`src/rtl/usrt_tx_sched.sv`:
```
// usrt_tx_sched: round-robin scheduler sharing one txshift serializer between N_REQ byte requesters.
// Optional macro USRT_TXSCHED_LOCK_EN lets a locked requester keep the grant for back-to-back frames.
module usrt_tx_sched #(
    parameter int N_REQ     = 4,
    parameter int DRAIN_CYC = 12
) (
    input  logic                 i_Pclk,
    input  logic                 i_Presetn,
    input  logic [N_REQ-1:0]     i_Req,
    input  logic [8*N_REQ-1:0]   i_Data,
    input  logic [N_REQ-1:0]     i_Lock,
    input  logic [7:0]           i_Baud,
    output logic [N_REQ-1:0]     o_Grant,
    output logic [N_REQ-1:0]     o_Ack,
    output logic                 o_Busy,
    output logic                 o_Tx_Enable,
    output logic [7:0]           o_Tx_Data,
    output logic [7:0]           o_Tx_Baud,
    input  logic                 i_Tx_Pready
);

    // state  | meaning
    // DRAIN  | post-reset flush: baud forced to 1, no enable, Pready ignored
    // IDLE   | not busy; arbitrate and launch on any request
    // LAUNCH | enable pulse is on the shifter input
    // WAIT   | frame in flight, waiting for the shifter's Pready
    // GAP    | ack cycle; keeps the next enable off a shifter still returning to idle
    typedef enum logic [2:0] {
        DRAIN  = 3'd0,
        IDLE   = 3'd1,
        LAUNCH = 3'd2,
        WAIT   = 3'd3,
        GAP    = 3'd4
    } state_t;

    localparam int IDX_W = (N_REQ > 1) ? $clog2(N_REQ) : 1;
    localparam int CNT_W = (DRAIN_CYC > 1) ? $clog2(DRAIN_CYC) : 1;

    state_t             state_q, state_d;
    logic [CNT_W-1:0]   drain_cnt_q, drain_cnt_d;
    logic [IDX_W-1:0]   ptr_q, ptr_d;
    logic [IDX_W-1:0]   win_q, win_d;

    logic [N_REQ-1:0]   grant_d;
    logic [N_REQ-1:0]   ack_d;
    logic               busy_d;
    logic               tx_enable_d;
    logic [7:0]         tx_data_d;
    logic [7:0]         tx_baud_d;

    logic               arb_hit;
    logic [IDX_W-1:0]   arb_idx;
    logic [7:0]         arb_data;
    logic [IDX_W-1:0]   ptr_adv;

    // First requester at or after the pointer, searching upward with wrap.
    always_comb begin : arb_search
        int k;
        k        = 0;
        arb_hit  = 1'b0;
        arb_idx  = '0;
        arb_data = '0;
        for (int i = 0; i < N_REQ; i++) begin
            k = int'(ptr_q) + i;
            if (k >= N_REQ) begin
                k = k - N_REQ;
            end
            if (!arb_hit && i_Req[k]) begin
                arb_hit  = 1'b1;
                arb_idx  = IDX_W'(k);
                arb_data = i_Data[8*k +: 8];
            end
        end
    end

    assign ptr_adv = (win_q == IDX_W'(N_REQ - 1)) ? '0 : win_q + 1'b1;

`ifndef USRT_TXSCHED_LOCK_EN
    logic unused_lock;
    assign unused_lock = ^i_Lock;
`endif

    always_comb begin
        state_d     = state_q;
        drain_cnt_d = drain_cnt_q;
        ptr_d       = ptr_q;
        win_d       = win_q;
        grant_d     = o_Grant;
        ack_d       = '0;
        tx_enable_d = 1'b0;
        tx_data_d   = o_Tx_Data;
        tx_baud_d   = o_Tx_Baud;

        case (state_q)
            DRAIN: begin
                tx_baud_d = 8'd1;
                if (drain_cnt_q == CNT_W'(DRAIN_CYC - 1)) begin
                    state_d = IDLE;
                end else begin
                    drain_cnt_d = drain_cnt_q + 1'b1;
                end
            end
            IDLE: begin
                if (arb_hit) begin
                    win_d       = arb_idx;
                    grant_d     = {{(N_REQ-1){1'b0}}, 1'b1} << arb_idx;
                    tx_data_d   = arb_data;
                    // A zero divisor would make the shifter count forever.
                    tx_baud_d   = (i_Baud == 8'd0) ? 8'd1 : i_Baud;
                    tx_enable_d = 1'b1;
                    state_d     = LAUNCH;
                end
            end
            LAUNCH: begin
                state_d = WAIT;
            end
            WAIT: begin
                if (i_Tx_Pready) begin
                    ack_d   = o_Grant;
                    grant_d = '0;
                    ptr_d   = ptr_adv;
                    state_d = GAP;
                end
            end
            GAP: begin
`ifdef USRT_TXSCHED_LOCK_EN
                if (i_Lock[win_q] && i_Req[win_q]) begin
                    ptr_d = win_q;
                end
`endif
                state_d = IDLE;
            end
            default: begin
                state_d = DRAIN;
            end
        endcase

        busy_d = (state_d != IDLE);
    end

    always_ff @(posedge i_Pclk or negedge i_Presetn) begin
        if (!i_Presetn) begin
            state_q     <= DRAIN;
            drain_cnt_q <= '0;
            ptr_q       <= '0;
            win_q       <= '0;
            o_Grant     <= '0;
            o_Ack       <= '0;
            o_Busy      <= 1'b1;
            o_Tx_Enable <= 1'b0;
            o_Tx_Data   <= 8'd0;
            o_Tx_Baud   <= 8'd1;
        end else begin
            state_q     <= state_d;
            drain_cnt_q <= drain_cnt_d;
            ptr_q       <= ptr_d;
            win_q       <= win_d;
            o_Grant     <= grant_d;
            o_Ack       <= ack_d;
            o_Busy      <= busy_d;
            o_Tx_Enable <= tx_enable_d;
            o_Tx_Data   <= tx_data_d;
            o_Tx_Baud   <= tx_baud_d;
        end
    end

endmodule

```
`config.mk`:
```
export PLATFORM = sky130hd
export DESIGN_NAME = usrt_tx_sched
export DESIGN_NICKNAME = d
export VERILOG_FILES = /design/src/rtl/usrt_tx_sched.sv
export SDC_FILE = /design/constraint.sdc
export NUM_CORES = 1
export LEC_CHECK = 0
export ABC_AREA = 1
export BUFFER_PORTS_ARGS = -buffer_cell sky130_fd_sc_hd__clkbuf_2
export CORE_UTILIZATION = 50
export CTS_CLUSTER_DIAMETER = 80
export DETAILED_ROUTE_END_ITERATION = 12
export MAX_ROUTING_LAYER = met4
export PLACE_DENSITY = 0.82
export SYNTH_ARGS = -nofsm -noshare
export SYNTH_HDL_FRONTEND = slang
export SYNTH_SLANG_ARGS = --single-unit
```
`constraint.sdc`:
```
create_clock -name i_Pclk -period 3.1 [get_ports i_Pclk]
set_clock_uncertainty 0.2 [all_clocks]
set_input_delay 0.31 -clock i_Pclk [delete_from_list [all_inputs] [get_ports i_Pclk]]
set_output_delay 0.31 -clock i_Pclk [all_outputs]
set_load 0.02 [all_outputs]
```
## Word level (Yosys, flattened, before mapping)

Cells that the tools add are included.

| word-level totals | value |
|---|---|
| register bits after elaboration | 37 |
| bits of input ports | 51 |
| output and inout port bits | 26 |
| word-level logic and storage cells | 100 |

| operators by class | value |
|---|---|
| add/sub/neg operators | 9 |
| magnitude comparators | 8 |
| equal/unequal tests | 9 |
| shifts and indexed selects | 5 |
| mux-type cells | 43 |
| bitwise logic cells | 1 |
| reductions and logical operators | 15 |

Operators by type and width:

| kind | number |
|---|---|
| < comparator 32 x 4 -> 1 bit (second input constant) | 4 |
| two-way mux 32 bit | 4 |
| variable part select 32 x 32 -> 8 bit | 4 |
| two-way mux 8 bit | 6 |
| two-way mux 4 bit | 4 |
| one-hot mux 8 bit (2 select lines) | 1 |
| one-hot mux 3 bit (5 select lines) | 1 |
| two-way mux 1 bit | 14 |
| subtractor 3 x 3 -> 4 bit (second input constant) | 3 |
| two-way mux 2 bit | 5 |
| greater-or-equal comparator 3 bit (second input constant) | 3 |
| two-way mux 3 bit | 3 |
| binary-select mux 1 bit (select 2 bit) | 4 |
| zero test 8 bit | 1 |
| one-hot mux 4 bit (2 select lines) | 1 |
| AND reduction 2 bit | 4 |
| adder 2 x 2 -> 3 bit (second input constant) | 2 |
| equality test 3 x 2 -> 1 bit (second input constant) | 2 |
| adder 4 x 1 -> 4 bit (second input constant) | 1 |
| equality test 4 bit (second input constant) | 1 |
| != test 2 bit (second input constant) | 2 |
| nonzero test 2 bit | 2 |
| << shifter 1 x 2 -> 4 bit (first input constant) | 1 |
| subtractor 2 x 3 -> 4 bit (second input constant) | 1 |
| 12 further kinds | 16 |

## Logic depth before layout (Yosys ltp)

| logic depth | value |
|---|---|
| word-level depth | 18 |
| mapped depth | 15 |
| depth with buffers taken out | 13 |

## Least setup slack after synthesis

Ideal clock, no wire load.

| timing | value |
|---|---|
| kind | reg2reg |
| start | reg ptr_q[1] |
| end | reg o_Tx_Data[0] |
| library setup time | 0.117 ns |
| data arrival time | 2.132 ns |
| required time | 2.783 ns |
| slack | 0.651 ns |
| stages on the path, launching flop included | 15 |
| path buffers | 4 |
| clock period less this slack | 2.449 ns |
| path through | dfrtp_1 inv_1 clkbuf_1 ha_1 buf_2 inv_2 nand3_1 nand2_1 nor2_2 nand3b_2 nand2_2 buf_6 buf_4 nand2_1 nand2_1 |

| between the ends | value |
|---|---|
| word-level cells in the longest chain between the ends | 16 |
| elaborated cells between the ends (all ways) | 46 |
| classes of those cells | add/sub: 7; order compare: 4; shift: 4; mux: 24; reduce/logical: 7 |

RTL lines:

| item | line | text |
|---|---|---|
| from (decl) | 41 | `logic [IDX_W-1:0] ptr_q, ptr_d;` |
| from (signal assigned) | 156 | `ptr_q <= ptr_d;` |
| parallel branches: the longest is 16 deep, another holds subtractor 3 x 3 -> 4 bit | - |  |
| to (signal assigned) | 162 | `o_Tx_Data <= tx_data_d;` |
| to (decl) | 17 | `output logic [7:0] o_Tx_Data,` |

Several ways; the timed one is not identified. The select of a mux whose other input is x is not followed.
A chain may end at the register's enable or synchronous reset.

## Worst setup path after layout

| timing | value |
|---|---|
| start | reg ptr_q[0] |
| end | reg o_Grant[2] |

| between the ends | value |
|---|---|
| word-level cells in the longest chain between the ends | 18 |
| elaborated cells between the ends (all ways) | 46 |
| classes of those cells | add/sub: 7; order compare: 4; eq/ne: 1; shift: 1; mux: 26; reduce/logical: 7 |

RTL lines:

| item | line | text |
|---|---|---|
| parallel branches: the longest is 18 deep, another holds subtractor 3 x 3 -> 4 bit | - |  |
| to (signal assigned) | 158 | `o_Grant <= grant_d;` |
| to (decl) | 13 | `output logic [N_REQ-1:0] o_Grant,` |

Several ways; the timed one is not identified. The select of a mux whose other input is x is not followed.

==> flow_summary.rst <==
.. list-table::
   :header-rows: 1

   * - Metric
     - Value
   * - Final wirelength
     - 7140 um
   * - P_sw
     - 2.11 mW
   * - Die area
     - 6190 um^2
   * - Path category of the worst min-delay check
     - in -> reg
   * - Type of the worst setup path
     - reg -> reg
   * - Sequential cell fraction of total power
     - 20.7%
   * - # Max-Cap Violations
     - 0
   * - Finished Layout Cells
     - 609
   * - Simple-gate portion of the synthesized area
     - 43.9%
   * - Core region area
     - 5570 um^2
   * - Final setup slack of the worst path
     - 0.396 ns
   * - Post-synthesis cell type with the largest combined area
     - dfrtp_1
   * - Post CTS Setup Buffer Count
     - 0
   * - Via total after detailed routing
     - 3166
   * - H-tree depth
     - 2
   * - Share of the synthesized netlist area taken by xor and xnor gates
     - 0.893%
   * - Vertical die dimension
     - 78.7 um
   * - Vias per cell
     - 5.20
   * - Run status
     - finished clean
   * - Biggest fanout along the worst timing path
     - 19
   * - Clock input transition at the sequential cells of the worst setup and hold paths
     - 0.07 ns
   * - Cell internal pwr
     - 1.92 mW
   * - Pwr/cell area
     - 1160 nW/um^2
   * - Fraction of layout cells with a size suffix above 1
     - 20.9%
   * - Final critical path time including I/O delays and setup
     - 2.70 ns
   * - Gp weighted congestion
     - 0.904
   * - Number of synthesized register bits
     - 37
   * - First-pass GRT wire length
     - 12100 um
   * - List of cells traversed by the critical path
     - inv_2 > ha_1 > inv_2 > nand3_1 > nand2_1 > nor2_2 > nand3b_2 > nand2_2 > inv_1 > nand3_1 > nand2_1
   * - Pleak
     - 1.97 nW
   * - Effective utilization at floorplan
     - 52.8%
   * - Warnings from Yosys
     - 0
   * - Resized cells post-CTS
     - 0
   * - Worst slew margin relative to its limit
     - 42.0%
   * - Overflow left after global routing
     - 0
   * - Main area contributors after synthesis
     - dfrtp_1 30%, nand2_1 24%, nand3_1 9.2%, o21ai_0 7.5%, inv_1 5.0%
   * - Arrival time at the worst endpoint
     - 2.69 ns
   * - Count of standard-cell rows
     - 27
   * - TNS Setup
     - 0 ns
   * - Power, Total
     - 4.02 mW
   * - Dominant combinational cell family by area after synthesis
     - simple AND/OR/NAND/NOR gates
   * - Final period util
     - 87.2%
   * - Antenna violation net count after detailed routing
     - 0
   * - Worst Max-Slew Pin Slew
     - 0.870 ns
   * - Total global-route track usage
     - 25.1%
   * - Port Buffers
     - 72
   * - Latest clock arrival within the worst-skew pair
     - 0.30 ns
   * - FFs w/ async S/R, synth
     - 100%
   * - Largest stage delay, worst path
     - 0.53 ns
   * - Adder-Cell Fraction of Synth Area
     - 2.13%
   * - Fraction of the mapped netlist area in compound gates
     - 10.7%
   * - Cells after Synth
     - 470
   * - Dominant delay contributor by cell family on the critical path
     - simple AND/OR/NAND/NOR gates
   * - Commonest cells after routing, fill and taps aside
     - 191 x nand2_1, 72 x clkbuf_2, 54 x nand3_1, 44 x o21ai_0, 39 x inv_1
   * - Area of the mapped netlist
     - 2940 um^2
   * - Area grow syn2layout
     - 17.7%
   * - Switching power share of the total
     - 52.4%
   * - Clock root cell
     - clkbuf_8
   * - Count of flip-flops with a built-in enable after synthesis
     - 0
   * - Diode count
     - 0
   * - Setup slack after placement
     - 0.417 ns
   * - Largest net degree at the start of global routing
     - 63
   * - Combined buffer and inverter count along the critical path
     - 3
   * - Relative contribution of the clock network to total power
     - 12.3%
   * - Top-area cell type share of the netlist area
     - 29.8%
   * - Multiplexer area fraction after synthesis
     - 1.06%
   * - Initial antenna violation count
     - 0
   * - Net count of the finished layout
     - 592
   * - Mean area per synthesized cell
     - 6.26 um^2
   * - Floorplan die width
     - 78.7 um
   * - Share of power burned in combinational logic
     - 67.0%
   * - Final setup violation count
     - 0
   * - Clock Tree Buf Depth
     - 2
   * - Max Freq
     - 0.370 GHz
   * - Number of failing hold endpoints at the final stage
     - 0
   * - Total instance count after detailed placement
     - 600
   * - Number of nets in the synthesized netlist
     - 526
   * - TritonCTS clock tree
     - done
   * - Cell type of the slowest stage on the worst timing path
     - dfrtp_1
   * - Number of buffers inserted during clock tree synthesis
     - 5
   * - Crit path launch type
     - flip-flop
   * - Most instantiated flip-flop cell in the synthesis netlist
     - dfrtp_1
   * - Violation count after the first detailed-routing iteration
     - 214
   * - Vias in the first global route
     - 2848
   * - Required @ worst endpoint
     - 3.08 ns
   * - Clock sinks
     - 37
   * - Most common cell after layout, fill and taps aside
     - nand2_1
   * - Average routed wire per standard cell
     - 11.7 um
   * - Final Max Slew Viols
     - 0
   * - Unrepaired setup endpoints after global routing
     - false
   * - Length of the first detailed-routing pass in iterations
     - 5
   * - Share of the yosys chip area belonging to registers
     - 31.6%
   * - Maximum ir drop on the vdd rail
     - 0.745 mV
   * - Number of top-level pins
     - 77
   * - DRC errors left
     - 0
   * - Netlist cell types
     - 35
   * - Post-detailed-placement half-perimeter wirelength
     - 5320 um
   * - Type of destination of the critical path
     - flip-flop
## routing by layer
| layer | vias to the layer above | global-route usage (%) | part of all wire, % |
|---|---|---|---|
| met5 | - | - | 0 |
| met4 | 0 | 8.33 | 2.4 |
| met3 | 17 | 5.40 | 4.6 |
| met2 | 84 | 41.3 | 49 |
| met1 | 1434 | 30.8 | 44 |
| li1 | 1631 | - | - |
## kinds of logic (layout without fill, tap and decap cells)
kind of cell,count (synthesis),count (layout)
AO/OA/AOI/OAI,58,58
adder cells (fa/ha/maj),5,5
flip-flops,37,37
buffers and inverters,63,130
AND/OR/NAND/NOR,301,301
multiplexers,3,3
XOR/XNOR,3,3
## synthesized netlist by cell type, types with 3 or more instances
cell,n
a21boi_0,4
a21oi_1,5
and2_0,3
buf_2,10
buf_4,4
buf_6,3
clkbuf_1,4
dfrtp_1,35
ha_1,5
inv_1,39
nand2_1,191
nand2_2,11
nand3_1,54
nand4_1,3
nor2_1,26
o21ai_0,44
## sequential cells by signal (all words and copies together) (netlist names)
signal / count
ptr_q: 2
o_Grant: 4
o_Ack: 4
state_q: 3
drain_cnt_q: 4
o_Tx_Enable: 1
win_q: 2
o_Tx_Baud: 8
o_Tx_Data: 8
o_Busy: 1
## stage by stage
| stage | area [um^2] | hold WS (ns) | utilization, % |
|---|---|---|---|
| final | 3460 | 0.0543 | 62.1 |
| after global routing | 3460 | 0.0560 | 62.1 |
| after CTS | 3460 | 0.0464 | 62.1 |
| after detailed placement | 3320 | 0.262 | 59.6 |
| after global placement | 3320 | 0.259 | 59.6 |
| after floorplan | 2940 | -0.186 | - |
## area by class of cell
| class | instances | area (um^2) |
|---|---|---|
| clock buffers | 5 | 68.8 |
| clock inverters | 3 | 65.1 |
| repair buffers | 81 | 430 |
| flip-flops and latches | 37 | 928 |
| well taps | 72 | 90.1 |
| multi-input cells | 370 | 1730 |
| fillers | 543 | 2110 |
| inverters | 41 | 154 |
## worst reg2reg max path, cell delays in order, from the launching register on
cell	delay [ns]
dfrtp_1	0.53
inv_2	0.07
ha_1	0.51
inv_2	0.09
nand3_1	0.09
nand2_1	0.09
nor2_2	0.13
nand3b_2	0.10
nand2_2	0.28
inv_1	0.27
nand3_1	0.16
nand2_1	0.06
## worst paths after layout
check / endpoint / start / cells after the start / slack (ns)
worst max-delay path: o_Grant[2] / ptr_q[0] / 11 / 0.40
worst min-delay path: o_Tx_Baud[5] / i_Baud[5] / 3 / 0.05
worst max register to register: o_Grant[2] / ptr_q[0] / 11 / 0.40
worst min register to register: drain_cnt_q[3] / drain_cnt_q[3] / 1 / 0.27
max in group asynchronous: o_Grant[2] / i_Presetn / 2 / 1.70
min in group asynchronous: o_Tx_Baud[4] / i_Presetn / 2 / 0.46
## power by group through the flow
stage / registers, mW / logic [mW] / clock network, mW
final: 0.834 / 2.69 / 0.495
after global routing: 0.854 / 3.06 / 0.522
after CTS: 0.830 / 2.69 / 0.505
after detailed placement: 0.839 / 2.67 / 0
after global placement: 0.833 / 2.59 / 0
after floorplan: 0.968 / 1.96 / 0
## timing repair
action | in CTS | in global routing
hold endpoints to repair | 35 | 0
endpoints found under the setup margin | 0 | 0
hold buffers | 1 | 0
(Power assumes the default switching activity.)
